[config.mk]
export PLATFORM = sky130hd
export DESIGN_NAME = axis_wrr_arbiter
export DESIGN_NICKNAME = d
export VERILOG_FILES = /design/src/rtl/axis_wrr_arbiter.sv
export SDC_FILE = /design/constraint.sdc
export NUM_CORES = 1
export LEC_CHECK = 0
export BUFFER_PORTS_ARGS = -buffer_cell sky130_fd_sc_hd__buf_2
export CAP_MARGIN = 10
export CORE_MARGIN = 2
export CORE_UTILIZATION = 25
export DETAILED_ROUTE_END_ITERATION = 12
export GPL_TIMING_DRIVEN = 0
export SYNTH_ARGS = -nofsm -noshare
export SYNTH_HDL_FRONTEND = slang
export SYNTH_SLANG_ARGS = --single-unit
[constraint.sdc]
create_clock -name axis_aclk -period 3.66 [get_ports axis_aclk]
set_input_delay 0.366 -clock axis_aclk [delete_from_list [all_inputs] [get_ports axis_aclk]]
set_output_delay 0.366 -clock axis_aclk [all_outputs]
set_load 0.01 [all_outputs]
[src/rtl/axis_wrr_arbiter.sv]
// Three-input AXI-stream packet arbiter with weighted round-robin (per-port packet credits).
// The owner holds the master for a whole packet; one idle cycle separates consecutive packets.
module axis_wrr_arbiter #(
    parameter int unsigned DATA_W   = 32,
    parameter int unsigned WEIGHT_A = 1,
    parameter int unsigned WEIGHT_B = 2,
    parameter int unsigned WEIGHT_C = 4
) (
    input  logic              axis_aclk,
    input  logic              axis_areset,

    input  logic [DATA_W-1:0] s0a_axis_tdata,
    input  logic              s0a_axis_tvalid,
    output logic              s0a_axis_tready,
    input  logic              s0a_axis_tlast,

    input  logic [DATA_W-1:0] s0b_axis_tdata,
    input  logic              s0b_axis_tvalid,
    output logic              s0b_axis_tready,
    input  logic              s0b_axis_tlast,

    input  logic [DATA_W-1:0] s0c_axis_tdata,
    input  logic              s0c_axis_tvalid,
    output logic              s0c_axis_tready,
    input  logic              s0c_axis_tlast,

    output logic [DATA_W-1:0] m0k_axis_tdata,
    output logic              m0k_axis_tvalid,
    input  logic              m0k_axis_tready,
    output logic              m0k_axis_tlast,

    output logic [2:0]        grant,
    output logic [15:0]       pkt_cnt_a,
    output logic [15:0]       pkt_cnt_b,
    output logic [15:0]       pkt_cnt_c
);

    typedef enum logic {StIdle, StGrant} state_t;

    localparam logic [1:0] PortA = 2'd0;
    localparam logic [1:0] PortB = 2'd1;
    localparam logic [1:0] PortC = 2'd2;

    state_t     state_q;
    logic [3:0] credit_q;
    logic [1:0] last_owner_q;
    logic [1:0] owner_q;

    logic [2:0] req;
    logic       win_found;
    logic       win_reload;
    logic [1:0] win_idx;
    logic [1:0] cand;
    logic       accept_last;

    assign req = {s0c_axis_tvalid, s0b_axis_tvalid, s0a_axis_tvalid};

    function automatic logic [1:0] next_port(input logic [1:0] p);
        return (p == PortC) ? PortA : p + 2'd1;
    endfunction

    function automatic logic [3:0] port_weight(input logic [1:0] p);
        logic [3:0] w;
        unique case (p)
            PortA:   w = 4'(WEIGHT_A);
            PortB:   w = 4'(WEIGHT_B);
            default: w = 4'(WEIGHT_C);
        endcase
        return w;
    endfunction

    function automatic logic [2:0] port_onehot(input logic [1:0] p);
        logic [2:0] oh;
        unique case (p)
            PortA:   oh = 3'b001;
            PortB:   oh = 3'b010;
            default: oh = 3'b100;
        endcase
        return oh;
    endfunction

    function automatic logic [15:0] sat_inc(input logic [15:0] v);
        return (v == 16'hFFFF) ? v : v + 16'd1;
    endfunction

    // The last owner keeps the bus while it has credit left; otherwise search starting after it.
    always_comb begin
        win_found  = 1'b0;
        win_reload = 1'b0;
        win_idx    = last_owner_q;
        cand       = last_owner_q;
        if (credit_q != 4'd0 && req[last_owner_q]) begin
            win_found = 1'b1;
        end else begin
            for (int k = 0; k < 3; k++) begin
                cand = next_port(cand);
                if (!win_found && req[cand]) begin
                    win_found  = 1'b1;
                    win_reload = 1'b1;
                    win_idx    = cand;
                end
            end
        end
    end

    // Zero-latency data path; grant is 000 outside a packet so everything idles low.
    always_comb begin
        m0k_axis_tdata  = '0;
        m0k_axis_tvalid = 1'b0;
        m0k_axis_tlast  = 1'b0;
        s0a_axis_tready = 1'b0;
        s0b_axis_tready = 1'b0;
        s0c_axis_tready = 1'b0;
        unique case (grant)
            3'b001: begin
                m0k_axis_tdata  = s0a_axis_tdata;
                m0k_axis_tvalid = s0a_axis_tvalid;
                m0k_axis_tlast  = s0a_axis_tlast;
                s0a_axis_tready = m0k_axis_tready;
            end
            3'b010: begin
                m0k_axis_tdata  = s0b_axis_tdata;
                m0k_axis_tvalid = s0b_axis_tvalid;
                m0k_axis_tlast  = s0b_axis_tlast;
                s0b_axis_tready = m0k_axis_tready;
            end
            3'b100: begin
                m0k_axis_tdata  = s0c_axis_tdata;
                m0k_axis_tvalid = s0c_axis_tvalid;
                m0k_axis_tlast  = s0c_axis_tlast;
                s0c_axis_tready = m0k_axis_tready;
            end
            default: ;
        endcase
    end

    assign accept_last = (state_q == StGrant) && m0k_axis_tvalid && m0k_axis_tready
                         && m0k_axis_tlast;

    always_ff @(posedge axis_aclk) begin
        if (axis_areset) begin
            state_q      <= StIdle;
            grant        <= 3'b000;
            credit_q     <= 4'd0;
            last_owner_q <= PortC;
            owner_q      <= PortC;
            pkt_cnt_a    <= 16'd0;
            pkt_cnt_b    <= 16'd0;
            pkt_cnt_c    <= 16'd0;
        end else begin
            unique case (state_q)
                StIdle: begin
                    if (win_found) begin
                        state_q <= StGrant;
                        grant   <= port_onehot(win_idx);
                        owner_q <= win_idx;
                        if (win_reload) begin
                            credit_q <= port_weight(win_idx);
                        end
                    end
                end
                StGrant: begin
                    if (accept_last) begin
                        state_q      <= StIdle;
                        grant        <= 3'b000;
                        last_owner_q <= owner_q;
                        if (credit_q != 4'd0) begin
                            credit_q <= credit_q - 4'd1;
                        end
                        unique case (owner_q)
                            PortA:   pkt_cnt_a <= sat_inc(pkt_cnt_a);
                            PortB:   pkt_cnt_b <= sat_inc(pkt_cnt_b);
                            default: pkt_cnt_c <= sat_inc(pkt_cnt_c);
                        endcase
                    end
                end
                default: state_q <= StIdle;
            endcase
        end
    end

endmodule
---- Yosys cells after proc, flatten, opt, wreduce, memory -nomap -nowiden ----
Index checks and enable logic that the tools add are counted.
word-level totals
  register bits after elaboration ......... 60
  word-level logic and storage cells ...... 101
  output and inout port bits .............. 88
  bits of input ports ..................... 105
cells by class
  eq/ne operators ......................... 15
  order comparisons ....................... 4
  reductions and logical operators ........ 19
  bitwise gates (word level) .............. 5
  multiplexer cells ....................... 43
  add/subtract/negate cells ............... 7
operator list
  kind                     number
  $pmux W32 S3             1
  $add A16 B1 Y16 const B  3
  $eq A16 B16 Y1 const B   3
  $mux W1                  18
  $pmux W3 S2              3
  $mux W4                  4
  $reduce_and A4 Y1        4
  $mux W2                  7
  $lt A2 B3 Y1 const B     4
  $bmux W1 S2              4
  $pmux W4 S2              1
  $add A2 B1 Y2 const B    3
  $eq A2 B2 Y1 const B     3
  $logic_and A1 B1 Y1      6
  $mux W3                  2
  $pmux W1 S3              2
  $reduce_and A2 Y1        3
  $not A1 Y1               5
  $eq A2 B1 Y1 const B     2
  $logic_not A2 Y1         2
  $ne A2 B1 Y1 const B     2
  $ne A2 B2 Y1 const B     2
  $reduce_bool A4 Y1       1
  $sub A4 B1 Y4 const B    1
  6 further kinds          7

---- Logic depth before layout (Yosys ltp) ----
  word-level depth ........................ 19
  gate-level depth with buffers ........... 9
  gate-level depth less buffers ........... 7

---- Worst setup path before layout ----
OpenSTA, ideal clock, no wires.
  path type ............................... register to register
  start ................................... register grant[1]
  end ..................................... register pkt_cnt_c[8]
  setup slack ............................. 1.599 ns
  data required time ...................... 3.539 ns
  buffers on the path ..................... 2
  arrival ................................. 1.940 ns
  period minus slack after synthesis ...... 2.061 ns
  library setup time ...................... 0.121 ns
  cell stages (with the launch flop) ...... 9
  cells stage by stage .................... dfxtp_1 buf_4 nor4bb_1 a211oi_2 inv_2 nand3_2 buf_6 nor4_1 mux2_2
on the way
  word-level cells in the longest chain between the ends .. 6
  elaborated cells between the ends (all ways) .. 9
  those cells by class .................... 3 x eq/ne; 2 x mux; 4 x reduce/logical
ends and longest elaborated chain
  item                                  line  RTL
  from (decl)                           32    output logic [2:0] grant,
  from (signal assigned)                155   grant <= port_onehot(win_idx);
  $eq A3 B3 Y1 (tied with other cells)  114   unique case (grant)
  $pmux W1 S3 *                         114
  net m0k_axis_tvalid                   28    output logic m0k_axis_tvalid,
  $logic_and A1 B1 Y1 * (2 in series)   137   assign accept_last = (state_q == StGrant) && m0k_axis_tvalid && m0k_axis_tready
  $logic_and A1 B1 Y1 *                 138   && m0k_axis_tlast;
  $reduce_and A4 Y1 (no source line) *  -
  to (signal assigned)                  173   default: pkt_cnt_c <= sat_inc(pkt_cnt_c);
  to (decl)                             35    output logic [15:0] pkt_cnt_c
The timed path passes the listed nets; every way through them passes the cells marked *.
A chain may end at the register's enable or synchronous reset.

---- Worst setup path after layout ----
  start ................................... register grant[0]
  end ..................................... output port m0k_axis_tdata[0]
on the way
  word-level cells in the longest chain between the ends .. 2
  elaborated cells between the ends (all ways) .. 4
  those cells by class .................... 3 x eq/ne; 1 x mux
ends and longest elaborated chain
  item                                  line  RTL
  $eq A3 B3 Y1 (tied with other cells)  114
  $pmux W32 S3 *                        114
  to (decl)                             27    output logic [DATA_W-1:0] m0k_axis_tdata,
Mark *: on every way between the ends. The rest lies on a longest branch, timed or not.

==> impl.org <==
** Status
- The run finished with clean final reports.

** Die
- For this design the top-level I/O count stands at 193.
- The floorplan step defined a die boundary enclosing 16800 um2.
- Starting utilization of the core area :: 0.258
- The floorplan has 45 rows.
- Vertical die dimension :: 130 um
- The floorplan step set the die width to 130 um.
- The region available for standard cell placement spans 15300 um2.

** STA
- The count of pins over their slew limit came to 0.
- Slew headroom :: 0.488
- The clock arrives with 0.00613 ns of skew.
- RSZ-0062 raised after global routing :: no
- The final hold violation count was 0.
- Maximum frequency from static timing analysis :: 374 MHz
- Ratio of final minimum period to clock period :: 0.730
- Time the final worst path needs with I/O delays and setup :: 2.67 ns
- For the pin with the worst max-slew slack, the measured transition is 0.762 ns.
- Adding up every negative setup slack in the final design gives 0 ns.
- Worst-case hold slack :: 0.502 ns
- Setup violations remaining at the end of the flow were counted as 0.

** Power and ir drop
- Switch share :: 0.275
- Net switching power :: 0.547 mW
- Comb power frac :: 0.200
- VDD sags by at most 0.312 mV.
- Clock share of power :: 0.458
- The analysis attributes to cell leakage a power of 2.18 nW.
- Sequential power share :: 0.342
- Pwr per Cell Area :: 363 nW/um2
- Total internal power :: 1.45 mW

** Job
- Max-cap violations :: 0

** Clock network
- Number of sinks on the clock net :: 60
- Clock buffers created by TritonCTS :: 9
- Post-cts resize count :: 0
- Insertion delay to the later sink of the worst-skew pair :: 0.33 ns
- Clock-pin slew was measured on the worst setup and hold paths at 0.06 ns.
- Buffer levels on the longest clock path :: 2
- H-tree level count :: 3
- Buffers inserted to repair hold after CTS numbered 0.
- Post-CTS repair timing setup buffer count :: 0
- In this run the clock root is driven by a sky130_fd_sc_hd__clkbuf_16.
- TritonCTS built the clock tree.

** Global route
- Wire length of the first global-routing pass :: 23.2 mm
- All-Layer GR Usage :: 0.174
- Antenna violations before repair :: 2
- Number of global-route vias before repair :: 4354
- Leftover overflow at the end of global routing :: 0
- Maximum number of pins on one net before global-route repair :: 11

** Routing
- In this run the remaining antenna-violating nets after routing total 0.
- Before antenna repair, the detailed router went through 5 iterations.
- After detailed routing, the average wire length per cell comes to 16.5 um.
- The final route contains 4852 vias.
- In the routed layout, each cell is associated on average with a via count of 5.15.
- After detailed routing, the total wire length is 15.6 mm.
- After detailed routing, the number of remaining DRC violations is 0.
- After the first detailed-routing iteration, the DRC count stood at 227.

** Worst setup path
- On the worst path, the slowest cell contributes a delay of 0.45 ns.
- Startpoint class of the critical path :: flop
- Series of cell instances along the critical path :: buf_2 > nor2b_1 > clkbuf_1 > clkbuf_1 > a22oi_1 > o21ai_0 > buf_2
- Cell family with most CP delay :: buffers and inverters
- By startpoint and endpoint, the worst setup path is classified as flop to primary output.
- The worst setup path is captured at a primary output.
- For flop-to-flop paths, the worst setup slack is 1.30 ns.
- Worst EP arrival :: 2.31 ns
- Data on the critical path is required at its endpoint by 3.29 ns.
- For this design, the slowest cell found on the critical path is sky130_fd_sc_hd__clkbuf_1.
- Of all nets on the critical path, the largest fanout is 10.
- The critical path contains buffers and inverters numbering 4 combined.

** Synthesis
- The Yosys step of the flow raised 0 warnings.
- Syn_area_per_cell :: 7.56 um2
- The mapped netlist covers 3950 um2.
- For this run, asynchronously set or reset flops after synthesis account for 0.
- When the netlist entered floorplanning its net count stood at 632.
- Synthesized flop and latch total :: 60
- Number of different library cells in the post-synthesis netlist :: 60
- The most used flip-flop cell after synthesis is sky130_fd_sc_hd__dfxtp_1.
- Portion of the post-synthesis area used by sequential elements :: 0.304
- Post-synth EDFFs :: 0
- Gate Count Post-Synth :: 523

** Placement
- Port Buf Inserts :: 190
- Summing all placed instances gives a cell area of 5170 um2.
- Detailed placement ended at an HPWL of 12.0 mm.
- The number of placed instances, taps included, is 924.
- Routability cong. :: 0.835

** Cells and area
- Final nets :: 833
- Once layout is complete, the utilization of the core stands at 0.359.
- Most common library cell in the layout ignoring fill and taps :: sky130_fd_sc_hd__buf_2
- Summing all non-filler instances in the final layout gives an area of 5490 um2.
- In the final layout, the share of cells above drive strength 1 is 0.328.
- Number of standard cells in the layout, taps in and fillers out :: 942
- Area Growth Syn to Fin :: 38.9%
- Most used cells in the layout excluding fill and tap cells :: sky130_fd_sc_hd__buf_2, sky130_fd_sc_hd__nand2_1, sky130_fd_sc_hd__dfxtp_1

** Min path
- The worst hold path belongs to the class flop to flop.
## tightest hold or removal path, stage by stage, from the launching register on
cell	delay [ns]
sky130_fd_sc_hd__dfxtp_1	0.34
sky130_fd_sc_hd__nand2_1	0.06
sky130_fd_sc_hd__mux2i_1	0.05
## worst paths after layout
check	from	end	cells past startpoint
hold reg to reg	pkt_cnt_c[1]$_SDFFE_PP0P_	pkt_cnt_c[1]$_SDFFE_PP0P_	2
setup / recovery	grant[0]$_SDFFE_PP0P_	m0k_axis_tdata[0]	7
setup reg to reg	grant[0]$_SDFFE_PP0P_	pkt_cnt_c[8]$_SDFFE_PP0P_	8
hold / removal	pkt_cnt_c[1]$_SDFFE_PP0P_	pkt_cnt_c[1]$_SDFFE_PP0P_	2
## cell type report
cell class	instances	area, um2
flip-flops and latches	60	1200
diodes	2	5.00
inverters	18	67.6
plain buffers	43	190
repair buffers	190	951
multi-input cells	402	2490
fillers	1700	9820
well taps	211	264
clock inverters	4	72.6
clock buffers	12	246
## power by group through the flow
| stage | clock network [mW] | registers [mW] | logic (mW) |
|---|---|---|---|
| 2_1_floorplan | 0 | 0.691 | 0.222 |
| 3_3_place_gp | 0 | 0.695 | 0.396 |
| 3_5_place_dp | 0 | 0.695 | 0.397 |
| 4_1_cts | 0.928 | 0.681 | 0.399 |
| 5_1_grt | 0.950 | 0.683 | 0.439 |
| 6_report | 0.913 | 0.681 | 0.398 |
## Yosys cell counts (4+ instances only)
cell,instances,share of area
sky130_fd_sc_hd__a21oi_1,45,0.057
sky130_fd_sc_hd__a22oi_1,32,0.061
sky130_fd_sc_hd__and2_1,4,0.0063
sky130_fd_sc_hd__buf_2,10,0.013
sky130_fd_sc_hd__clkbuf_1,29,0.028
sky130_fd_sc_hd__dfxtp_1,60,0.30
sky130_fd_sc_hd__ha_1,4,0.013
sky130_fd_sc_hd__inv_1,17,0.016
sky130_fd_sc_hd__mux2_2,7,0.020
sky130_fd_sc_hd__nand2_1,60,0.057
sky130_fd_sc_hd__nand2b_1,7,0.011
sky130_fd_sc_hd__nand3_1,22,0.028
sky130_fd_sc_hd__nand4_1,14,0.022
sky130_fd_sc_hd__nor2_1,21,0.020
sky130_fd_sc_hd__nor2b_1,9,0.014
sky130_fd_sc_hd__nor3_1,9,0.011
sky130_fd_sc_hd__nor4_1,9,0.014
sky130_fd_sc_hd__o21ai_0,41,0.052
sky130_fd_sc_hd__o31ai_1,28,0.053
sky130_fd_sc_hd__or3_1,9,0.014
sky130_fd_sc_hd__or4_1,30,0.057
## kinds of logic after synthesis
kind of cell,after synthesis,synth area share
and+or+nand+nor,219,0.316
adders and majority gates,4,0.0127
AOI/OAI and AO/OA,168,0.273
xor gates and xnor gates,1,0.00222
buffers and inverters,61,0.0652
muxes,10,0.0275
DFF,60,0.304
## metal layers
layer,share of wire,track usage,vias to the layer above
met1,0.43,0.220,2240
li1,-,-,2397
met5,0,0,-
met2,0.48,0.306,200
met3,0.075,0.0324,15
met4,0.015,0.0449,0
## through the flow
step	total power [mW]	setup slack (ns)
CTS	2.01	0.972
detailed placement	1.09	1.26
floorplan	0.913	1.60
global placement	1.09	1.29
finish	1.99	0.987
global route	2.07	0.807
## registers in the layout, summed over array words and instances, names as in the netlist
| name | cells |
|---|---|
| credit_q | 4 |
| grant | 3 |
| last_owner_q | 2 |
| owner_q | 2 |
| pkt_cnt_a | 16 |
| pkt_cnt_b | 16 |
| pkt_cnt_c | 16 |
| state_q | 1 |
Power figures use the tool's default switching activity.
